[config.mk]
export PLATFORM = sky130hd
export DESIGN_NAME = fetch_stage
export DESIGN_NICKNAME = d
export VERILOG_FILES = /design/src/rtl/fetch_pkg.sv /design/src/rtl/fetch_pc_next.sv /design/src/rtl/fetch_stage.sv
export SDC_FILE = /design/constraint.sdc
export NUM_CORES = 1
export LEC_CHECK = 0
export CAP_MARGIN = 20
export CORE_MARGIN = 2
export CORE_UTILIZATION = 49
export CTS_CLUSTER_SIZE = 20
export DETAILED_ROUTE_END_ITERATION = 10
export GPL_TIMING_DRIVEN = 0
export PLACE_DENSITY = 0.83
export SYNTH_ARGS = -nofsm -noshare
export SYNTH_HDL_FRONTEND = slang
export SYNTH_SLANG_ARGS = --single-unit
[constraint.sdc]
create_clock -name clk -period 4.3 [get_ports clk]
set_input_delay 0.43 -clock clk [delete_from_list [all_inputs] [get_ports clk]]
set_output_delay 0.43 -clock clk [all_outputs]
set_load 0.02 [all_outputs]
[src/rtl/fetch_pkg.sv]
// Shared widths, defaults and state encoding for the instruction-fetch stage.
package fetch_pkg;
  localparam int ADDR_W = 8;
  localparam int INSN_W = 9;
  localparam int PERF_W = 16;

  localparam logic [ADDR_W-1:0] RESET_PC_DEFAULT  = '0;
  localparam logic [INSN_W-1:0] HALT_INSN_DEFAULT = 9'h1FF;

  typedef enum logic [1:0] {
    IDLE = 2'd0,
    RUN  = 2'd1,
    HALT = 2'd2
  } fetch_state_e;
endpackage

[src/rtl/fetch_pc_next.sv]
// Next-PC selection: sequential increment, absolute branch, or ir_pc-relative branch.
module fetch_pc_next
  import fetch_pkg::*;
(
  input  logic [ADDR_W-1:0] pc_i,
  input  logic [ADDR_W-1:0] ir_pc_i,
  input  logic              branch_take_i,
  input  logic              branch_rel_i,
  input  logic [ADDR_W-1:0] branch_target_i,
  output logic [ADDR_W-1:0] pc_next_o
);

  logic signed [ADDR_W-1:0] offset;
  logic signed [ADDR_W-1:0] rel_target;

  // Same-width signed add gives the modulo-2^ADDR_W wrap for free.
  assign offset     = $signed(branch_target_i);
  assign rel_target = $signed(ir_pc_i) + offset;

  always_comb begin
    pc_next_o = pc_i + ADDR_W'(1);
    if (branch_take_i) begin
      pc_next_o = branch_rel_i ? $unsigned(rel_target) : branch_target_i;
    end
  end

endmodule

[src/rtl/fetch_stage.sv]
// Instruction-fetch stage: owns the PC, drives the ROM, fills the IF/ID register.
// Optional performance counters are enabled with `define FETCH_PERF_EN.
module fetch_stage
  import fetch_pkg::*;
#(
  parameter logic [ADDR_W-1:0] RESET_PC  = RESET_PC_DEFAULT,
  parameter logic [INSN_W-1:0] HALT_INSN = HALT_INSN_DEFAULT
) (
  input  logic              clk,
  input  logic              reset,
  input  logic              start,
  input  logic              stall,
  input  logic              branch_take,
  input  logic              branch_rel,
  input  logic [ADDR_W-1:0] branch_target,
  output logic [ADDR_W-1:0] rom_addr,
  input  logic [INSN_W-1:0] rom_instr,
  output logic [INSN_W-1:0] ir,
  output logic [ADDR_W-1:0] ir_pc,
  output logic              ir_valid,
  output logic              running,
  output logic              halted
`ifdef FETCH_PERF_EN
  ,
  output logic [PERF_W-1:0] perf_fetch_cnt,
  output logic [PERF_W-1:0] perf_bubble_cnt
`endif
);

  fetch_state_e      state_q;
  logic [ADDR_W-1:0] pc_q;
  logic [ADDR_W-1:0] pc_d;
  logic [INSN_W-1:0] ir_q;
  logic [ADDR_W-1:0] ir_pc_q;
  logic              ir_valid_q;
  logic              fetch_go;

  fetch_pc_next u_pc_next (
    .pc_i            (pc_q),
    .ir_pc_i         (ir_pc_q),
    .branch_take_i   (branch_take),
    .branch_rel_i    (branch_rel),
    .branch_target_i (branch_target),
    .pc_next_o       (pc_d)
  );

  assign fetch_go = (state_q == RUN) && !branch_take && !stall;

  always_ff @(posedge clk or posedge reset) begin
    if (reset) begin
      state_q    <= IDLE;
      pc_q       <= RESET_PC;
      ir_q       <= '0;
      ir_pc_q    <= '0;
      ir_valid_q <= 1'b0;
    end else begin
      case (state_q)
        IDLE, HALT: begin
          ir_valid_q <= 1'b0;
          if (start) begin
            state_q <= RUN;
            pc_q    <= RESET_PC;
          end
        end
        RUN: begin
          if (branch_take) begin
            pc_q       <= pc_d;
            ir_valid_q <= 1'b0;
          end else if (!stall) begin
            ir_q       <= rom_instr;
            ir_pc_q    <= pc_q;
            ir_valid_q <= 1'b1;
            // The halt word is latched but the PC stays parked on it.
            if (rom_instr == HALT_INSN) begin
              state_q <= HALT;
            end else begin
              pc_q <= pc_d;
            end
          end
        end
        default: begin
          state_q    <= IDLE;
          ir_valid_q <= 1'b0;
        end
      endcase
    end
  end

  assign rom_addr = pc_q;
  assign ir       = ir_q;
  assign ir_pc    = ir_pc_q;
  assign ir_valid = ir_valid_q;
  assign running  = (state_q == RUN);
  assign halted   = (state_q == HALT);

`ifdef FETCH_PERF_EN
  function automatic logic [PERF_W-1:0] sat_inc(input logic [PERF_W-1:0] v);
    return (v == {PERF_W{1'b1}}) ? v : v + PERF_W'(1);
  endfunction

  logic [PERF_W-1:0] fetch_cnt_q;
  logic [PERF_W-1:0] bubble_cnt_q;
  logic              bubble_evt;

  // A stall only costs a bubble when it is holding an empty IF/ID register.
  assign bubble_evt = (state_q == RUN) && (branch_take || (stall && !ir_valid_q));

  always_ff @(posedge clk or posedge reset) begin
    if (reset) begin
      fetch_cnt_q  <= '0;
      bubble_cnt_q <= '0;
    end else if (start && (state_q != RUN)) begin
      fetch_cnt_q  <= '0;
      bubble_cnt_q <= '0;
    end else begin
      if (fetch_go)   fetch_cnt_q  <= sat_inc(fetch_cnt_q);
      if (bubble_evt) bubble_cnt_q <= sat_inc(bubble_cnt_q);
    end
  end

  assign perf_fetch_cnt  = fetch_cnt_q;
  assign perf_bubble_cnt = bubble_cnt_q;
`else
  logic unused_fetch_go;
  assign unused_fetch_go = fetch_go;
`endif

endmodule

==> results_dict.tcl, run 1 <==
set metrics [dict create \
    status "completed" \
    hp-class "in -> async" \
    wl_per_cell_um 15.3 \
    via_per_inst 5.76 \
    fin_tns_setup_ns 0 \
    synth-simple-area-share 0.138 \
    cts-resized-gates 0 \
    cts_made_buffers 3 \
    fmax_ghz 0.417 \
    yosys_warnings 0 \
    synth_edf_count 0 \
    period_share 0.557 \
    ff2ff_path_depth 7 \
    worstSetupPathType "in -> reg" \
    dieArea_um2 3980 \
    cp.depth 8 \
    final_area_um2 2310 \
    routed_wl_um 4030 \
    synthAdderAreaFrac 0.0702 \
    clkTransAtPathRegs_ns 0.15 \
    syn_to_final_growth_pct 35.0 \
    setup-violations-final 0 \
    antenna_found_initial 0 \
    rows 21 \
    final_antenna_net_count 0 \
    synth_cell_type_count 44 \
    ios 51 \
    power_density_nw_per_um2 467 \
    slew_headroom 0.612 \
    vdd_drop_max_uv 244 \
    p_leak_nw 0.960 \
    hold_viol_final 0 \
    ys_seq_elements 28 \
    fp.coreArea_um2 3340 \
    post-route-util 0.692 \
    final_cell_mix "clkdlybuf4s50_1 (49), dfrtp_1 (28), mux2_2 (19)" \
    mostFrequentLayoutCell "clkdlybuf4s50_1" \
    rsz0062_at_grt "no" \
    tritoncts "built" \
    required_ns 4.53 \
    worst_pin_slew_ns 0.581 \
    syn_area_per_cell_um2 10.4 \
    cts_buffer_depth 2 \
    crit_family "compound AO/OA/AOI/OAI gates" \
    path_cells "clkdlybuf4s50_1 -> ha_1 -> fa_1 -> a21o_1 -> a221oi_1 -> mux2_2 -> nand3_1 -> o211ai_1" \
    preCtsSetupSlack_ns 1.54 \
    nNetsFinal 251 \
    synth_nets 196 \
    vias 1515 \
    critPathMaxFanout 2 \
    synth_area_um2 1710 \
    maxCapViolCount 0 \
    synthXorXnorAreaFrac 0.0307 \
    die_w_um 63.1 \
    gr-usage-all-layers 0.221 \
    cts_max_level 1 \
    grt_max_degree 29 \
    cts_root_buf "clkbuf_4" \
    firstDrtPassIters 4 \
    fin_worst_skew_ns 0.00392 \
    ys.flop_type "dfrtp_1" \
    slew_viol_final 0 \
    postCtsHoldBufs 0 \
    dp_hpwl_um 3170 \
    synth-seq-area-share 0.410 \
    post_cts_buffers 0 \
    synth_top_family_by_area "compound AO/OA/AOI/OAI gates" \
    route.detailed.drc 0 \
    cts.sinks 28 \
    critPathLaunchType "input port" \
    drtIter0Drc 73 \
    initial_utilization 0.513 \
    insertion_delay_ns 0.33 \
    io_buffers 49 \
    drive_above_1_share 0.152 \
    crit_path_max_incr_delay_ns 0.43 \
    final.min_clock_period_ns 2.40 \
    place_area_um2 2260 \
    worst_slack_ns 1.90 \
    worstPathArrival_ns 2.63 \
    cp_slowest_cell "clkdlybuf4s50_1" \
    path_buf_inv 1 \
    n_antenna_cell 0 \
    overflow 0 \
    grt_pass1_wl_um 7050 \
    die_h_um 63.1 \
    async_reset_ff_frac 1.00 \
    synth.area.mux_share 0.137 \
    first_global_vias 1567 \
    holdWs_ns 0.439 \
    gp_congestion 0.899 \
    end_kind "flop" \
    synth_compound_area_frac 0.181 \
    synth_cells 164 \
]
## sequential cells by signal, summed over array words and instances (netlist names)
register	flops
ir_valid	1
ir	9
rom_addr	8
ir_pc	8
state_q	2
## per-stage QoR
stage                     std cells  power, mW
after floorplan                 164      0.739
after global placement          259      0.948
after global routing            263       1.15
after detailed placement        259      0.972
final                           263       1.08
after CTS                       262       1.08
## cell families (layout without fill, tap and decap cells)
family | Yosys count | count (layout)
buffers and inverters | 14 | 67
DFF | 28 | 28
xor gates and xnor gates | 6 | 6
AOI/OAI and AO/OA | 41 | 41
adders and majority gates | 9 | 9
muxes | 21 | 21
and+or+nand+nor | 45 | 45
## power breakdown
group	switching (mW)	internal (mW)	total [mW]
sequential	0.0737	0.331	0.404
combinational	0.274	0.290	0.564
clock	0.0769	0.0330	0.110
## worst reg2reg max path, delay by kind of cell, from the launching register on
family	cells	cell delay [ns]
AO/OA/AOI/OAI	3	0.66
adder cells (fa/ha/maj)	2	0.64
flip-flops	1	0.43
multiplexers	1	0.39
AND/OR/NAND/NOR	1	0.07
## cells in the mapped netlist (2+ instances only)
cell type	n	area share
nand3_1	5	0.015
a21o_1	4	0.018
mux2i_1	2	0.012
o211ai_1	4	0.018
ha_1	8	0.059
xor2_1	2	0.010
inv_1	9	0.020
nor2_1	8	0.018
a21oi_1	7	0.020
mux2_2	19	0.13
xnor2_1	4	0.020
and3_1	2	0.0073
a221oi_1	2	0.010
o31ai_1	2	0.0088
dfrtp_1	28	0.41
buf_2	2	0.0059
a22o_1	2	0.010
nor3_1	5	0.015
nand2_1	12	0.026
nand4_1	2	0.0073
a211oi_1	2	0.0088
o21ai_0	8	0.023
nor2b_1	4	0.015
## final timing paths
path | startpoint | to | slack, ns
setup / recovery | branch_target[0] | rom_addr[6] | 1.90
min in group clk | ir[1] | ir[1] | 0.53
hold reg to reg | ir[1] | ir[1] | 0.53
setup reg to reg | ir_pc[0] | rom_addr[6] | 2.02
hold / removal | reset | rom_addr[2] | 0.44
max in group asynchronous | reset | rom_addr[5] | 3.39
## metal layers
metal / vias up / part of all wire / GRT usage
met3: 5 / 0.073 / 0.0536
met1: 743 / 0.41 / 0.261
met4: 0 / 0.012 / 0.0667
met2: 56 / 0.51 / 0.396
li1: 711 / - / -
met5: - / 0 / 0
## area by class of cell
| type | count | area, um^2 |
|---|---|---|
| Tap cell | 46 | 57.6 |
| Sequential cell | 28 | 701 |
| Multi-Input combinational cell | 122 | 951 |
| Fill cell | 283 | 1030 |
| Buffer | 5 | 25.0 |
| Timing Repair Buffer | 50 | 518 |
| Inverter | 9 | 33.8 |
| Clock buffer | 3 | 22.5 |
Power figures use the tool's default switching activity.
==> run 2: changes to the inputs <==
--- a/config.mk
+++ b/config.mk
@@ -7,11 +7,11 @@
 export LEC_CHECK = 0
 export CAP_MARGIN = 20
 export CORE_MARGIN = 2
-export CORE_UTILIZATION = 49
+export CORE_UTILIZATION = 47
 export CTS_CLUSTER_SIZE = 20
 export DETAILED_ROUTE_END_ITERATION = 10
 export GPL_TIMING_DRIVEN = 0
-export PLACE_DENSITY = 0.83
+export PLACE_DENSITY = 0.8
 export SYNTH_ARGS = -nofsm -noshare
 export SYNTH_HDL_FRONTEND = slang
 export SYNTH_SLANG_ARGS = --single-unit
==> constraint.sdc (replaced) <==
create_clock -name clk -period 2.3 [get_ports clk]
set_input_delay 0.23 -clock clk [delete_from_list [all_inputs] [get_ports clk]]
set_output_delay 0.23 -clock clk [all_outputs]
set_load 0.02 [all_outputs]
==> results_dict.tcl, run 2 (synthesis gave the netlist of run 1 again) <==
set metrics [dict create \
    slew_viol_final 0 \
    critPathLaunchType "flop" \
    dieArea_um2 4140 \
    post_cts_buffers 0 \
    n_antenna_cell 0 \
    initial_utilization 0.501 \
    firstDrtPassIters 4 \
    antenna_found_initial 0 \
    cts_root_buf "clkbuf_4" \
    via_per_inst 5.78 \
    mostFrequentLayoutCell "clkdlybuf4s50_1" \
    tritoncts "built" \
    gr-usage-all-layers 0.221 \
    setup-violations-final 0 \
    insertion_delay_ns 0.34 \
    critPathMaxFanout 3 \
    io_buffers 49 \
    die_h_um 64.3 \
    grt_max_degree 29 \
    routed_wl_um 4220 \
    clkTransAtPathRegs_ns 0.15 \
    cts_buffer_depth 2 \
    overflow 0 \
    cts_max_level 1 \
    drive_above_1_share 0.161 \
    hp-class "in -> async" \
    seq_area_um2 701 \
    period_share 0.925 \
    fin_worst_skew_ns 0.00835 \
    fp.coreArea_um2 3420 \
    fillerInstances 279 \
    largest_register_ff_count 9 \
    multi_input_area_um2 960 \
    rsz0062_at_grt "no" \
    final_cell_mix "clkdlybuf4s50_1 (49), dfrtp_1 (28), mux2_2 (19)" \
    postCtsHoldBufs 0 \
    wl_per_cell_um 16.1 \
    ios 51 \
    cts_made_buffers 3 \
    power_density_nw_per_um2 882 \
    slew_headroom 0.685 \
    required_ns 2.53 \
    post-route-util 0.678 \
    p_leak_nw 0.961 \
    route.detailed.drc 0 \
    cts.sinks 28 \
    worstPathArrival_ns 2.36 \
    die_w_um 64.3 \
    cts-resized-gates 0 \
    end_kind "flop" \
    first_global_vias 1514 \
    drtIter0Drc 86 \
    nNetsFinal 251 \
    dp_hpwl_um 3230 \
    worst_pin_slew_ns 0.469 \
    final.min_clock_period_ns 2.13 \
    vias 1519 \
    hold_viol_final 0 \
    final_antenna_net_count 0 \
    ff2ff_path_depth 7 \
    syn_to_final_growth_pct 35.5 \
    maxCapViolCount 0 \
    gp_congestion 0.863 \
    worstSetupPathType "reg -> reg" \
    grt_pass1_wl_um 7230 \
    status "completed" \
    vdd_drop_max_uv 420 \
    rows 21 \
    p_total_mw 2.04 \
    fmax_ghz 0.470 \
]
run 2: changes by cell type in the layout (fill, tap and decap cells not counted):
cell      change
a221oi_2      +1
fa_1          -1
a221oi_1      -1
fa_2          +1
run 2: where the power goes:
group          internal, mW  switching, mW
clock                0.0617          0.147
sequential            0.618          0.142
combinational         0.547          0.528
run 2: per-stage QoR:
stage / std cells / worst slack, ns / setup TNS [ns] / hold slack, ns / cell area [um^2]
2_1_floorplan: 164 / 0.129 / 0 / 0.295 / 1710
3_3_place_gp: 259 / -0.235 / -0.235 / 0.490 / 2260
3_5_place_dp: 259 / -0.279 / -0.279 / 0.502 / 2260
4_1_cts: 262 / 0.0195 / 0 / 0.437 / 2280
5_1_grt: 263 / 0.0594 / 0 / 0.0963 / 2320
6_report: 263 / 0.172 / 0 / 0.0805 / 2320
run 2: final timing paths:
path	start	end	slack, ns
setup / recovery	ir_pc[0]	rom_addr[6]	0.17
hold / removal	reset	ir_pc[7]	0.08
setup reg to reg	ir_pc[0]	rom_addr[6]	0.17
hold reg to reg	ir[2]	ir[2]	0.53
max in group asynchronous	reset	rom_addr[1]	1.82
min in group clk	branch_take	rom_addr[4]	0.42
run 2: worst max-delay path, stage by stage (launching register included):
cell and delay [ns]:
dfrtp_1 0.42, ha_1 0.22, fa_2 0.36, a21o_1 0.21, a221oi_2 0.27, mux2_2 0.38, nand3_1 0.07, o211ai_1 0.09
run 2: final cells by class:
class,instances,share of cell area
plain buffers,5,0.0108
clock buffers,3,0.00972
inverters,9,0.0146
multi-input cells,122,0.414
flip-flops and latches,28,0.302
well taps,46,0.0248
repair buffers,50,0.224
run 2: metal layers:
metal  vias up  track usage  wire (um)
li1        719            -          -
met1       732        0.276       1730
met5         -            0          0
met4         0       0.0559         45
met2        64        0.396       2150
met3         4       0.0370        295
==> run 3: changes to the inputs <==
--- a/config.mk
+++ b/config.mk
@@ -7,11 +7,12 @@
 export LEC_CHECK = 0
 export CAP_MARGIN = 20
 export CORE_MARGIN = 2
-export CORE_UTILIZATION = 47
+export CORE_UTILIZATION = 45
 export CTS_CLUSTER_SIZE = 20
 export DETAILED_ROUTE_END_ITERATION = 10
 export GPL_TIMING_DRIVEN = 0
-export PLACE_DENSITY = 0.8
+export PLACE_DENSITY = 0.77
+export SLEW_MARGIN = 20
 export SYNTH_ARGS = -nofsm -noshare
 export SYNTH_HDL_FRONTEND = slang
 export SYNTH_SLANG_ARGS = --single-unit
==> results_dict.tcl, run 3 (synthesis gave the netlist of run 1 again) <==
set metrics [dict create \
    status "completed" \
    crit_family "adder cells" \
    n_antenna_cell 0 \
    rsz0062_at_grt "no" \
    route.detailed.drc 0 \
    post_cts_buffers 0 \
    path_buf_inv 0 \
    cp_slowest_cell "fa_1" \
    worstSetupPathType "reg -> reg" \
    cts_buffer_depth 2 \
    antenna_found_initial 0 \
    cts_made_buffers 3 \
    routed_wl_um 4280 \
    fillerInstances 297 \
    crit_path_max_incr_delay_ns 0.41 \
    seq_area_um2 701 \
    p_total_mw 2.22 \
    overflow 0 \
    clkTransAtPathRegs_ns 0.11 \
    via_per_inst 5.77 \
    critPathLaunchType "flop" \
    firstDrtPassIters 4 \
    clkPwrFrac 0.180 \
    final_antenna_net_count 0 \
    hp-class "in -> async" \
    place_area_um2 2260 \
    io_buffers 49 \
    ios 51 \
    maxCapViolCount 0 \
    rows 22 \
    final.min_clock_period_ns 2.17 \
    placed_cells 261 \
    final_area_um2 2340 \
    nNetsFinal 250 \
    hold_viol_final 0 \
    fmax_ghz 0.461 \
    syn_to_final_growth_pct 36.7 \
    tritoncts "built" \
    worstPathArrival_ns 2.34 \
    netSwitchingPower_mw 0.827 \
    gp_congestion 0.844 \
    internal_power_mw 1.39 \
    mostFrequentLayoutCell "clkdlybuf4s50_1" \
    slew_viol_final 0 \
    wl_per_cell_um 16.1 \
    gr-usage-all-layers 0.215 \
    multi_input_area_um2 957 \
    die_w_um 65.7 \
    final_cell_mix "clkdlybuf4s50_1 (49), dfrtp_1 (28), mux2_2 (19)" \
    dp_hpwl_um 3150 \
    end_kind "flop" \
    combinationalPowerShare 0.480 \
    dieArea_um2 4310 \
    fin_worst_skew_ns 0.00985 \
    netSwitchingFraction 0.373 \
    p_leak_nw 0.970 \
    cts.sinks 28 \
    largest_register_ff_count 9 \
    drtIter0Drc 83 \
    postCtsHoldBufs 0 \
    required_ns 2.47 \
    grt_max_degree 29 \
    fin_tns_setup_ns 0 \
    die_h_um 65.7 \
    vdd_drop_max_uv 399 \
    cts_max_level 1 \
    grt_pass1_wl_um 7260 \
    cts_root_buf "clkbuf_8" \
    initial_utilization 0.467 \
    insertion_delay_ns 0.29 \
    power_density_nw_per_um2 949 \
    fp.coreArea_um2 3660 \
    slew_headroom 0.598 \
    critPathMaxFanout 3 \
    path_cells "ha_1 -> fa_1 -> a21o_1 -> a221oi_2 -> mux2_2 -> nand3_1 -> o211ai_1" \
    worst_slack_ns 0.132 \
    worst_pin_slew_ns 0.602 \
    vias 1528 \
    period_share 0.943 \
    final_cells 265 \
    setup-violations-final 0 \
    preCtsSetupSlack_ns -0.246 \
    drive_above_1_share 0.161 \
    seq_power_share 0.340 \
    first_global_vias 1621 \
]
-- run 3: cell types whose count changed in the layout (fill, tap and decap cells not counted), sizes merged --
cell	before	now
bufinv	0	1
buf	5	4
-- run 3: stage by stage --
step	hold WS (ns)	utilization
finish	0.323	0.639
global route	0.378	0.639
CTS	0.528	0.637
detailed placement	0.496	0.618
global placement	0.491	0.618
floorplan	0.295	-
-- run 3: power groups by stage --
stage / logic, mW / registers (mW) / clock network (mW)
after global placement: 1.02 / 0.751 / 0
after detailed placement: 1.05 / 0.764 / 0
after floorplan: 0.485 / 0.897 / 0
final: 1.07 / 0.754 / 0.401
after CTS: 1.06 / 0.756 / 0.403
after global routing: 1.15 / 0.779 / 0.435
-- run 3: final timing paths --
check,slack [ns],to,startpoint,depth (start not counted)
max,0.13,rom_addr[6],ir_pc[0],7
min,0.32,ir_pc[6],reset,2
min reg2reg,0.52,ir[3],ir[3],1
max reg2reg,0.13,rom_addr[6],ir_pc[0],7
min in group clk,0.52,ir[3],ir[3],1
max in group asynchronous,1.58,ir_pc[2],reset,2
-- run 3: routing by layer --
metal / vias to the layer above / track usage / part of all wire
met3: 7 / 0.0479 / 0.069
met1: 745 / 0.271 / 0.43
li1: 711 / - / -
met5: - / 0 / 0
met2: 65 / 0.362 / 0.49
met4: 0 / 0.0729 / 0.011
-- run 3: final cells by class --
| class | count | share of cell area |
|---|---|---|
| plain buffers | 5 | 0.0107 |
| clock buffers | 3 | 0.0177 |
| clock inverters | 1 | 0.0128 |
| inverters | 9 | 0.0144 |
| multi-input cells | 122 | 0.409 |
| flip-flops and latches | 28 | 0.300 |
| well taps | 48 | 0.0257 |
| repair buffers | 49 | 0.210 |
-- run 3: timing repair --
action	in CTS	in global routing
resized for setup	0	1
setup endpoints to repair	0	1
endpoints found under the hold margin	0	0
